$ cat src/rtl/dispensador_salida.sv
// Output dispenser: turns one completed sale into a timed motor run plus a coin-return pulse train.
// Optional motor-jam detection is compiled in with `define JAM_DETECT_EN.
module dispensador_salida #(
   parameter int MOTOR_CYCLES = 8,
   parameter int PULSE_HIGH   = 2,
   parameter int PULSE_LOW    = 2
) (
   input  logic       clk,
   input  logic       rst,
   input  logic       listo,
   input  logic [1:0] producto,
   input  logic [1:0] cambio,
`ifdef JAM_DETECT_EN
   input  logic       motor_home,
`endif
   output logic       motor_on,
   output logic [1:0] motor_sel,
   output logic       coin_pulse,
   output logic       busy,
   output logic       done,
   output logic       overrun,
   output logic       jam
);

   localparam int MAX_AB = (MOTOR_CYCLES > PULSE_HIGH) ? MOTOR_CYCLES : PULSE_HIGH;
   localparam int MAX_C  = (MAX_AB > PULSE_LOW) ? MAX_AB : PULSE_LOW;
   localparam int CW     = $clog2(MAX_C + 1);

   typedef enum logic [2:0] {
      IDLE, MOTOR, COIN_HI, COIN_LO, DONE
`ifdef JAM_DETECT_EN
      , JAM
`endif
   } state_t;

   state_t          state, st_n;
   logic            listo_q;
   logic            armed;
   logic [1:0]      prod_r;
   logic [1:0]      coins_r;
   logic [CW-1:0]   cnt;
   logic            ev;

   // A listo held high across reset must not start a sale: require one low sample first.
   assign ev = listo & ~listo_q & armed;

`ifdef JAM_DETECT_EN
   logic seen_home;
`else
   assign jam = 1'b0;
`endif

   always_comb begin
      st_n = state;
      case (state)
         IDLE:
            if (ev) begin
               if (producto != 2'b00)    st_n = MOTOR;
               else if (cambio != 2'b00) st_n = COIN_HI;
               else                      st_n = DONE;
            end
         MOTOR:
            if (cnt == CW'(MOTOR_CYCLES - 1)) begin
`ifdef JAM_DETECT_EN
               if (!(seen_home || motor_home)) st_n = JAM;
               else st_n = (coins_r != 2'b00) ? COIN_HI : DONE;
`else
               st_n = (coins_r != 2'b00) ? COIN_HI : DONE;
`endif
            end
         COIN_HI:
            if (cnt == CW'(PULSE_HIGH - 1)) st_n = COIN_LO;
         COIN_LO:
            if (cnt == CW'(PULSE_LOW - 1))
               st_n = (coins_r != 2'b00) ? COIN_HI : DONE;
         DONE:
            st_n = IDLE;
`ifdef JAM_DETECT_EN
         JAM:
            st_n = JAM;
`endif
         default:
            st_n = IDLE;
      endcase
   end

   // Outputs are decoded from the next state so they line up with the registered state.
   always_ff @(posedge clk or posedge rst) begin
      if (rst) begin
         state      <= IDLE;
         listo_q    <= 1'b0;
         armed      <= 1'b0;
         prod_r     <= 2'b00;
         coins_r    <= 2'b00;
         cnt        <= '0;
         motor_on   <= 1'b0;
         motor_sel  <= 2'b00;
         coin_pulse <= 1'b0;
         busy       <= 1'b0;
         done       <= 1'b0;
         overrun    <= 1'b0;
`ifdef JAM_DETECT_EN
         jam        <= 1'b0;
         seen_home  <= 1'b0;
`endif
      end else begin
         listo_q <= listo;
         armed   <= armed | ~listo;
         state   <= st_n;
         cnt     <= (st_n != state) ? '0 : cnt + CW'(1);
         if (state == IDLE && ev) begin
            prod_r  <= producto;
            coins_r <= cambio;
         end else if (state == COIN_HI && st_n == COIN_LO) begin
            coins_r <= coins_r - 2'd1;
         end
         motor_on   <= (st_n == MOTOR);
         motor_sel  <= (st_n == MOTOR) ? ((state == IDLE) ? producto : prod_r) : 2'b00;
         coin_pulse <= (st_n == COIN_HI);
         busy       <= (st_n != IDLE);
         done       <= (st_n == DONE);
         overrun    <= ev && (state != IDLE);
`ifdef JAM_DETECT_EN
         jam        <= (st_n == JAM);
         seen_home  <= (state == MOTOR) && (seen_home || motor_home);
`endif
      end
   end

endmodule

$ cat config.mk
export PLATFORM = sky130hd
export DESIGN_NAME = dispensador_salida
export DESIGN_NICKNAME = d
export VERILOG_FILES = /design/src/rtl/dispensador_salida.sv
export SDC_FILE = /design/constraint.sdc
export NUM_CORES = 1
export LEC_CHECK = 0
export BUFFER_PORTS_ARGS = -buffer_cell sky130_fd_sc_hd__buf_2
export CORE_MARGIN = 2
export CORE_UTILIZATION = 40
export CTS_CLUSTER_SIZE = 8
export DETAILED_ROUTE_END_ITERATION = 10
export PLACE_DENSITY = 0.61
export SYNTH_ARGS = -nofsm -noshare
export SYNTH_HDL_FRONTEND = slang
export SYNTH_SLANG_ARGS = --single-unit
$ cat constraint.sdc
create_clock -name clk -period 2 [get_ports clk]
set_input_delay 0.1 -clock clk [delete_from_list [all_inputs] [get_ports clk]]
set_output_delay 0.1 -clock clk [all_outputs]
set_load 0.005 [all_outputs]
[Yosys cells after proc, flatten, opt, wreduce, memory -nomap -nowiden]
Cells that the tools add are included.
Word-level totals
  register bits after elaboration: 20
  bits in latches: 0
  RAM bits: 0
  ROM bits: 0
  bits of input ports: 7
  output and inout bits: 8
  logic and storage cells: 52
  memories: 0
Cells by class
  $add $sub $neg: 2
  multiply operators: 0
  div/mod/pow operators: 0
  $lt $le $gt $ge: 0
  equal/unequal tests: 10
  shift operators: 0
  multiplexer cells: 13
  bitwise logic cells: 5
  reductions and logical operators: 10
Operator list (count)
  2-to-1 mux 3 bit: 7
  equality test 3 x 2 -> 1 bit (second input constant): 4
  case mux 3 bit (4 select lines): 1
  2-to-1 mux 2 bit: 4
  nonzero test 2 bit: 4
  equality test 3 x 1 -> 1 bit (second input constant): 2
  nonzero test 3 bit: 2
  adder 4 x 1 -> 4 bit (second input constant): 1
  equality test 4 x 1 -> 1 bit (second input constant): 1
  equality test 4 x 3 -> 1 bit (second input constant): 1
  2-to-1 mux 4 bit: 1
  equality test 3 bit (second input constant): 1
  logical AND 1 bit: 3
  logical NOT 3 bit: 1
  != test 3 bit: 1
  bitwise AND 1 bit: 2
  inverter 1 bit: 2
  subtractor 2 x 1 -> 2 bit (second input constant): 1
  bitwise OR 1 bit: 1

[Logic depth before layout (Yosys ltp)]
Gate-level depths: netlist of run 1.
  depth after elaboration: 9
  depth in mapped cells: 6
  gate-level depth less buffers: 6

[Worst setup path after synthesis of run 1]
Ideal clock, no wire load.
  kind: register to register
  start: reg cnt[1]
  end: reg busy
  setup time: 0.131 ns
  arrival: 1.668 ns
  data required time: 1.869 ns
  slack: 0.201 ns
  cell stages (with the launch flop): 7
  path buffers: 0
  clock period less this slack: 1.799 ns
  cell sequence: dfrtp_1 inv_1 ha_1 or3b_4 a21bo_1 o211ai_2 or3b_1
Between the ends
  longest elaborated chain between the ends: 4
  elaborated cells on any way between the ends: 7
  those cells by class: 2 x eq/ne; 4 x mux; 1 x reduce/logical
RTL lines
  start, declared: line 41  | logic [CW-1:0] cnt;
  start signal, assigned: line 110  | cnt <= (st_n != state) ? '0 : cnt + CW'(1);
  equality test 4 x 1 -> 1 bit / equality test 4 x 3 -> 1 bit (equally long branches): line 72, 74, 63
  2-to-1 mux 3 bit (on tied branches): line 74, 63, 72
  case mux 3 bit (4 select lines) (*): line 55  | case (state)
  nonzero test 3 bit (*): line 120  | busy <= (st_n != IDLE);
  end signal, assigned: line 120
  end, declared: line 19  | output logic busy,
Every way passes the cells marked *; elsewhere a longest branch is shown, timed or not.
A chain may end at the register's enable or synchronous reset.

[Final worst setup path of run 1]
Ends and elaborated chain as after synthesis.

==> results of run 1 <==
## final timing paths
| path | slack, ns | end |
|---|---|---|
| hold / removal | 0.02 | coins_r[0]$_DFFE_PP0P_ |
| min in group asynchronous | 0.46 | cnt[2]$_DFF_PP0_ |
| hold reg to reg | 0.50 | armed$_DFF_PP0_ |
| max in group asynchronous | 1.09 | done$_DFF_PP0_ |
| setup / recovery | 0.13 | busy$_DFF_PP0_ |
| setup reg to reg | 0.13 | busy$_DFF_PP0_ |
## synth_stat cells (all sizes together), types with 2 or more instances
| master | instances | share of area, % |
|---|---|---|
| inv | 8 | 3.1 |
| nor2 | 8 | 3.1 |
| nand2b | 2 | 1.3 |
| o21ai | 4 | 2.4 |
| mux2 | 3 | 3.8 |
| ha | 3 | 3.8 |
| a21oi | 2 | 1.0 |
| dfrtp | 20 | 51 |
| nand3b | 4 | 3.1 |
| nand2 | 3 | 1.1 |
| xnor2 | 3 | 2.7 |
| or3b | 2 | 2.0 |
| mux2i | 2 | 2.0 |
| a31o | 2 | 1.8 |
| nor3 | 5 | 3.1 |
| buf | 2 | 1.3 |
## logic make-up (layout without fill, tap and decap cells)
family / after synthesis / after routing
AND/OR/NAND/NOR: 32 / 32
AO/OA/AOI/OAI: 14 / 14
buffers and inverters: 10 / 27
XOR/XNOR: 4 / 4
adder cells (fa/ha/maj): 3 / 3
multiplexers: 5 / 5
flip-flops: 20 / 20
other: 1 / 1
## cell usage in the layout (no fill, tap or decap)
cell,netlist,layout
sky130_fd_sc_hd__nor3b_1,1,1
sky130_fd_sc_hd__ha_1,3,3
sky130_fd_sc_hd__nand2_1,3,3
sky130_fd_sc_hd__nor2_1,8,8
sky130_fd_sc_hd__buf_4,1,1
sky130_fd_sc_hd__or2b_1,1,1
sky130_fd_sc_hd__a21bo_1,1,1
sky130_fd_sc_hd__or3b_4,1,1
sky130_fd_sc_hd__o31ai_1,1,1
sky130_fd_sc_hd__and2_0,1,1
sky130_fd_sc_hd__nor3_1,4,4
sky130_fd_sc_hd__mux2_4,1,1
sky130_fd_sc_hd__xnor2_1,3,3
sky130_fd_sc_hd__nand3b_1,4,4
sky130_fd_sc_hd__or2_1,1,1
sky130_fd_sc_hd__dfrtp_1,20,20
sky130_fd_sc_hd__o211ai_2,1,1
sky130_fd_sc_hd__buf_2,1,13
sky130_fd_sc_hd__a31o_2,2,2
sky130_fd_sc_hd__nand4bb_1,1,1
sky130_fd_sc_hd__mux2_2,2,2
sky130_fd_sc_hd__and3b_1,1,1
sky130_fd_sc_hd__nand2b_1,2,2
sky130_fd_sc_hd__o21ai_2,1,1
sky130_fd_sc_hd__nand3_1,1,1
sky130_fd_sc_hd__or3_4,1,1
sky130_fd_sc_hd__o22ai_1,1,1
sky130_fd_sc_hd__nor3_2,1,1
sky130_fd_sc_hd__clkbuf_4,0,3
sky130_fd_sc_hd__or3b_1,1,1
sky130_fd_sc_hd__a21oi_1,2,2
sky130_fd_sc_hd__a32oi_1,1,1
sky130_fd_sc_hd__inv_1,8,8
sky130_fd_sc_hd__dlygate4sd3_1,0,2
sky130_fd_sc_hd__conb_1,1,1
sky130_fd_sc_hd__o21ai_0,3,3
sky130_fd_sc_hd__a2111o_1,1,1
sky130_fd_sc_hd__xor2_1,1,1
sky130_fd_sc_hd__mux2i_1,2,2
## stage by stage
step	util (%)	worst slack (ns)	hold WS, ns	cell area, um^2
2_1_floorplan	-	0.201	0.0638	982
3_3_place_gp	47.3	0.161	0.245	1080
3_5_place_dp	47.3	0.142	0.250	1080
4_1_cts	49.2	0.119	0.00832	1120
5_1_grt	49.2	0.0322	0.0154	1120
6_report	49.2	0.135	0.0200	1120
## report_power, final
part	leakage, nW	switching, mW	internal [mW]	total, mW
Clock	0.0138	0.112	0.0702	0.182
Sequential	0.242	0.119	0.545	0.663
Combinational	0.270	0.291	0.315	0.606
## sequential cells by signal, summed over array words and instances, names as in the netlist, 2 cells and up
name / count
cnt: 4
state: 3
coins_r: 2
motor_sel: 2
prod_r: 2
## per-layer routing
metal  vias to the layer above  track usage (%)
met5                         -                0
met2                        11             23.5
li1                        342                -
met3                         2             5.83
met4                         0             4.27
met1                       333             16.5
## cell type report
type / count / share of cell area (%)
multi-input cells: 59 / 39.2
flip-flops and latches: 20 / 44.7
well taps: 28 / 3.13
clock buffers: 3 / 2.01
repair buffers: 16 / 8.27
inverters: 8 / 2.68
## worst max-delay path, delay by kind of cell, from the launching register on
kind,cells,cell delay [ns]
buffers and inverters,1,0.06
AND/OR/NAND/NOR,2,0.76
adder cells (fa/ha/maj),1,0.14
flip-flops,1,0.41
AO/OA/AOI/OAI,2,0.39
==> metrics list, run 1 <==
- The repair_antennas step left the layout with diodes totalling 0.
* Leakage power of the design: between 0.5 and 0.6 nW
- Core Box Area: 2280 um^2
- The number of antenna violations at the first check in global routing is 0.
- Via Count: approximately 700
- STA classifies the critical path startpoint as a register.
- The root buffer cell chosen for the clock tree is sky130_fd_sc_hd__clkbuf_4.
- Worst-case reg-to-reg path depth: 6
- Die Y: approximately 54 um
- Final hold vios: 0
- Once detail routing completed, the nets flagged for antenna violations numbered 0.
* Async set-reset flop share out of synthesis: 100%
- Upper clock frequency limit: 536 MHz
* Buffer count from post-CTS setup fixing: 0
- DRC Markers: 0
* Deepest clock path buffer count: 2
* Slowest stage cell on the critical path: sky130_fd_sc_hd__dfrtp_1
* Max-capacitance violation count: 0
- Across the VDD grid, the largest voltage drop is slightly above 0.0006 V.
* Final #Nets: roughly 120
- For the pin with the worst max-slew slack, the measured transition is 0.722 ns.
- Length of routed met2 wiring: 819 um
- Mean instance size in the synthesized netlist: ~11 um^2
- The first global-routing pass estimated between 2000 and 3000 um of wire.
- # hold bufs at CTS: 2
* Area of combinational cells with multiple inputs: between 400 and 500 um^2
* Register area: ~500 um^2
* Drt first-iter violations: 6
- Routability-driven placement congestion ratio: approximately 0.81
- The number of placed instances, taps included, is ~130.
- First element of the critical path: cnt[1]$_DFF_PP0_
- Dominant combinational cell family by area after synthesis: simple AND/OR/NAND/NOR gates
- Ordered cell list for the critical path: inv_1, ha_1, or3b_4, a21bo_1, o211ai_2, or3b_1
* Length of routed wiring on met1: between 700 and 800 um
- All-layer global routing usage: between 10% and 20%
- The run finished with clean final reports.
- Post-CTS clock slew at the launch and capture registers of the worst setup and hold paths: approximately 0.1 ns
* Mux share of post-synthesis cell area: under 10%
* Xor/xnor share of the synthesized area: ~3.6%
* Startpoint of the worst register-to-register path: cnt[1]$_DFF_PP0_
- For this run, the leading register cell type out of synthesis is sky130_fd_sc_hd__dfrtp_1.
- The largest single stage delay on the critical path is just over 0.4 ns.
* Post-Synth Simple-Gate Area: 20.1%
* Number of warning messages in the yosys log: 0
- Total gr overflow: 0
- Clk Latency, worst-skew pair: roughly 0.29 ns
- Counting flops and latches in the post-synthesis netlist gives 20.
- Final Routed Wirelength: about 1700 um
- Shortest period the worst path allows: 1.87 ns
- Startpoint-to-endpoint class of the critical path: register to register
- The filler cells instantiated in the layout total slightly below 200.
- The die is between 50 and 60 um wide.
- Worst hold-check path type: input pin to register
* Worst Setup End Kind: register
- Maximum number of pins on one net before global-route repair: 21
* Number of pins exceeding their max-slew limit in the final report: 0
* Via count of the first global-routing pass: about 670
* Resize count post-CTS: 0
- Setup total negative slack on the finished layout was measured at 0 ns.
- Power spread over the standard cell area amounts to around 1300 nW/um^2.
- Sequential fraction of the synthesis area: about half
* Number of instances on the worst hold path: 3
* Fraction of final layout cells with drive strength greater than 1: between 20% and 30%
- Number of enable-type register cells in the synthesized netlist: 0
- Unique cell type count in the Yosys netlist: 37
* Rel. slew slack: 51.8%
* Largest fanout on the critical path: 4
- Setup violations remaining at the end of the flow were counted as 0.
- Compound-gate portion of the synthesized area: between 10 and 15%
- Initial cell density of the core: between 40% and 50%
- Instance count of the mapped netlist: between 80 and 90
- For this run, the number of standard cells in the final layout without fillers is 134.
- On the final layout, the worst clock skew is 0.000655 ns.
* Count of buffers from port buffering: 13
- Iteration count of the initial detailed-routing pass: 4
- Overall power consumption: between 1 and 1.5 mW
- In this run the number of H-tree levels came out at 1.
- After detailed routing, the number of vias per cell comes to 5.13.
- Relative area change from synthesis to final layout: 14.0%
- Start point of the worst hold path: cambio[0]
- TritonCTS built the clock tree.
- TritonCTS sink count: 20
- Signal arrival time at the worst endpoint: between 2 and 2.5 ns
* Routed wirelength normalized by instance count: roughly 12 um
- Adder-Cell Fraction of Synth Area: around 3.8%
- The number of nets in the synthesized netlist is approximately 100.
- RSZ-0062 raised after global routing: no
- The die covers 2870 um^2.
- For this design the top-level I/O count stands at 15.
- In this run, CTS created clock tree buffers numbering 3.
- Top layer reached by signal wires: met4
- Post-DP HPWL: 1260 um
* Final period util: roughly 93%
- Std cell rows: 17
- For the worst setup path, the data required time is around 2.2 ns.
* Synthesized cell area: approximately 1000 um^2
- Wire length on met3: 71 um
Note: power is estimated with default switching activity, not from simulation.
==> run 2: changes to the inputs <==
Settings changed: CORE_UTILIZATION 40 to 23, PLACE_DENSITY 0.61 to 0.49, SLEW_MARGIN set to 30.
==> run 2 against run 1 <==
The flow now finishes with violations (negative hold slack). Register-to-register slack got worse by 0.03 ns. Non-clock buffer count decreased by 1. Via count up 0.29%. Worst hold slack lost 0.052 ns. Flip-flop and latch count unchanged. Clock power up 71%. Count of clock-buffer cells in the layout grew 1. Combinational power is 2% higher. Sequential power about the same. Worst setup slack worse by 0.028 ns. Critical endpoint unchanged. Largest cell class unchanged.
==> metrics list, run 2 (synthesis gave the netlist of run 1 again) <==
- Outcome: complete, but fails checks (was finished clean)
* Violations in the final reports: negative hold slack
- Largest reg by FF count: cnt (unchanged)
- The sink count of the clock tree came to 20 (unchanged).
- Final Routed Wirelength: 1950 um (was 1650 um)
- The number of max-slew violations in the final report is 0 (unchanged).
- All-layer global routing usage: 8.70% (was 14.1%)
- The shortest period the worst path allows was 1.89 ns (was 1.87 ns).
- The areal power density over the cells was 1360 nW/um^2 (was 1300 nW/um^2).
* Startpoint of the worst register-to-register path: cnt[1]$_DFF_PP0_ (unchanged)
* Final setup violation count: 0 (unchanged)
- RSZ-0062 raised after global routing: no (unchanged)
* First element of the critical path: cnt[1]$_DFF_PP0_ (unchanged)
- Post-DP HPWL: 1390 um (was 1260 um)
* DIE AREA: 4810 um^2 (was 2870 um^2)
* Worst Hold Slack: -0.0320 ns (was 0.0200 ns)
- The startpoint kind of the worst setup timing path is a register (unchanged).
* Total gr overflow: 0 (unchanged)
- Post-route cell area: 1180 um^2 (was 1120 um^2)
* Deepest clock path buffer count: 2 (unchanged)
- Crit path required time: 2.14 ns (was 2.18 ns)
- Final setup TNS: 0 ns (unchanged)
* Largest fanout on the critical path: 4 (unchanged)
- Core Box Area: 4060 um^2 (was 2280 um^2)
- Worst voltage drop across the vdd grid: 0.000489 V (was 0.000620 V)
* Final hold vios: 20 (was 0)
* Worst hold-check path type: input pin to async pin (was input pin to register)
- Max Clock Skew: 0.00695 ns (was 0.000655 ns)
- The number of max-cap violations is 0 (unchanged).
- The number of standard cells in the final layout excluding fillers is 156 (was 134).
* Fraction of final layout cells with drive strength greater than 1: 27.4% (was 25.5%)
* Die Y: 69.4 um (was 53.6 um)
- The number of detailed-route iterations in the first pass was 4 (unchanged).
* Routability-driven placement congestion ratio: 0.779 (was 0.809)
* Signal arrival time at the worst endpoint: 2.03 ns (was 2.05 ns)
- DRC Markers: 0 (unchanged)
* Relative area change from synthesis to final layout: 19.9% (was 14.0%)
- The number of I/O port buffers came to 13 (unchanged).
- Number of vias per cell: 4.42 (was 5.13)
- Final #Nets: 117 (was 118)
* Worst-Margin Slew: 0.781 ns (was 0.722 ns)
- The pin count of the biggest net entering global routing is 21 (unchanged).
- Clk Latency, worst-skew pair: 0.26 ns (was 0.29 ns)
- I/O Pins: 15 (unchanged)
- Regs by FF count: cnt x4, state x3 (unchanged).
- Wire length of the first global-routing pass: 3390 um (was 2800 um)
* Instance area at placement: 1100 um^2 (was 1080 um^2)
* Startpoint-to-endpoint class of the critical path: register to register (unchanged)
- Post-CTS clock slew at the launch and capture registers of the worst setup and hold paths: 0.08 ns (was 0.10 ns)
* Overall power consumption: 1.60 mW (was 1.45 mW)
- Num CTS Buffers: 3 (unchanged)
* Routed wirelength normalized by instance count: 12.5 um (was 12.3 um)
- The max-slew headroom at the worst pin came to 47.9% (was 51.8%).
* Antenna Nets Post-Route: 0 (unchanged)
- The most frequent standard cell in the layout excluding fill and tap cells is sky130_fd_sc_hd__dfrtp_1 (unchanged).
* # placed instances: 151 (was 129)
- The number of diodes is 0 (unchanged).
- Via count of the first global-routing pass: 743 (was 673)
* Initial antenna violation count: 0 (unchanged)
- Worst Setup End Kind: register (unchanged)
* Drt first-iter violations: 13 (was 6)
- The flip-flop count of the largest register, all copies and words added came to 4 (unchanged).
* CTS tree: done (unchanged)
* Via Count: 690 (was 688)
* Commonest cells after routing, fill and taps aside: sky130_fd_sc_hd__dfrtp_1, sky130_fd_sc_hd__buf_2, sky130_fd_sc_hd__inv_1, sky130_fd_sc_hd__nor2_1 (unchanged)
* Core utilization of the finished layout: 29.0% (was 49.2%)
- The worst reg-to-reg path cell count came to 6 (unchanged).
* Upper clock frequency limit: 528 MHz (was 536 MHz)
- The width of the chip was 69.4 um (was 53.6 um).
- The floorplan row count was 23 (was 17).
- Final period util: 94.7% (was 93.3%)
- Clock tree root buffer cell: sky130_fd_sc_hd__clkbuf_8 (was sky130_fd_sc_hd__clkbuf_4)
- Number of H-tree levels: 1 (unchanged)
- The total leakage power came to 0.538 nW (was 0.526 nW).
- Initial cell density of the core: 24.2% (was 43.2%)
==> run 2: area by class of cell <==
cell class,count,area (um^2)
clock buffers,4,55.1
fillers,417,2880
inverters,8,30.0
multi-input cells,59,447
flip-flops and latches,20,500
well taps,50,62.6
repair buffers,15,82.6
==> run 2: what timing repair did <==
item / 4_1_cts / 5_1_grt
hold endpoints to repair: 1 / 0
gates resized for setup: 0 / 1
hold buffers: 1 / 0
setup endpoints to repair: 0 / 1
buffers inserted: 0 / 0
==> run 2: worst max-delay path, stage by stage (launching register included) <==
cell and delay [ns]:
sky130_fd_sc_hd__dfrtp_1 0.40, sky130_fd_sc_hd__inv_1 0.07, sky130_fd_sc_hd__ha_1 0.15, sky130_fd_sc_hd__or3b_4 0.40, sky130_fd_sc_hd__a21bo_1 0.21, sky130_fd_sc_hd__o211ai_2 0.18, sky130_fd_sc_hd__or3b_1 0.36
==> run 2: per-stage QoR <==
stage	hold slack [ns]	setup slack (ns)
6_report	-0.0320	0.107
3_3_place_gp	0.247	0.154
4_1_cts	0.0133	0.0874
3_5_place_dp	0.254	0.101
2_1_floorplan	0.0638	0.201
5_1_grt	0.0455	0.0153
==> run 2: power by group <==
| part | switching [mW] | total (mW) | internal (mW) |
|---|---|---|---|
| Clock | 0.135 | 0.311 | 0.175 |
| Sequential | 0.120 | 0.666 | 0.546 |
| Combinational | 0.302 | 0.619 | 0.318 |
==> run 2: routing by layer <==
layer | GRT usage, % | part of all wire (%) | routed length, um | up-vias
met5 | 0 | 0 | 0 | -
met4 | 3.92 | 2.1 | 41 | 0
met2 | 14.7 | 51 | 996 | 13
met3 | 1.31 | 2.3 | 44 | 5
met1 | 10.9 | 44 | 865 | 333
li1 | - | - | - | 339
==> run 2: worst paths after layout <==
kind,endpoint,slack [ns]
setup / recovery,busy$_DFF_PP0_,0.11
hold / removal,overrun$_DFF_PP0_,-0.03
setup reg to reg,busy$_DFF_PP0_,0.11
hold reg to reg,armed$_DFF_PP0_,0.50
max in group asynchronous,cnt[0]$_DFF_PP0_,1.54
min in group clk,coins_r[1]$_DFFE_PP0P_,0.05
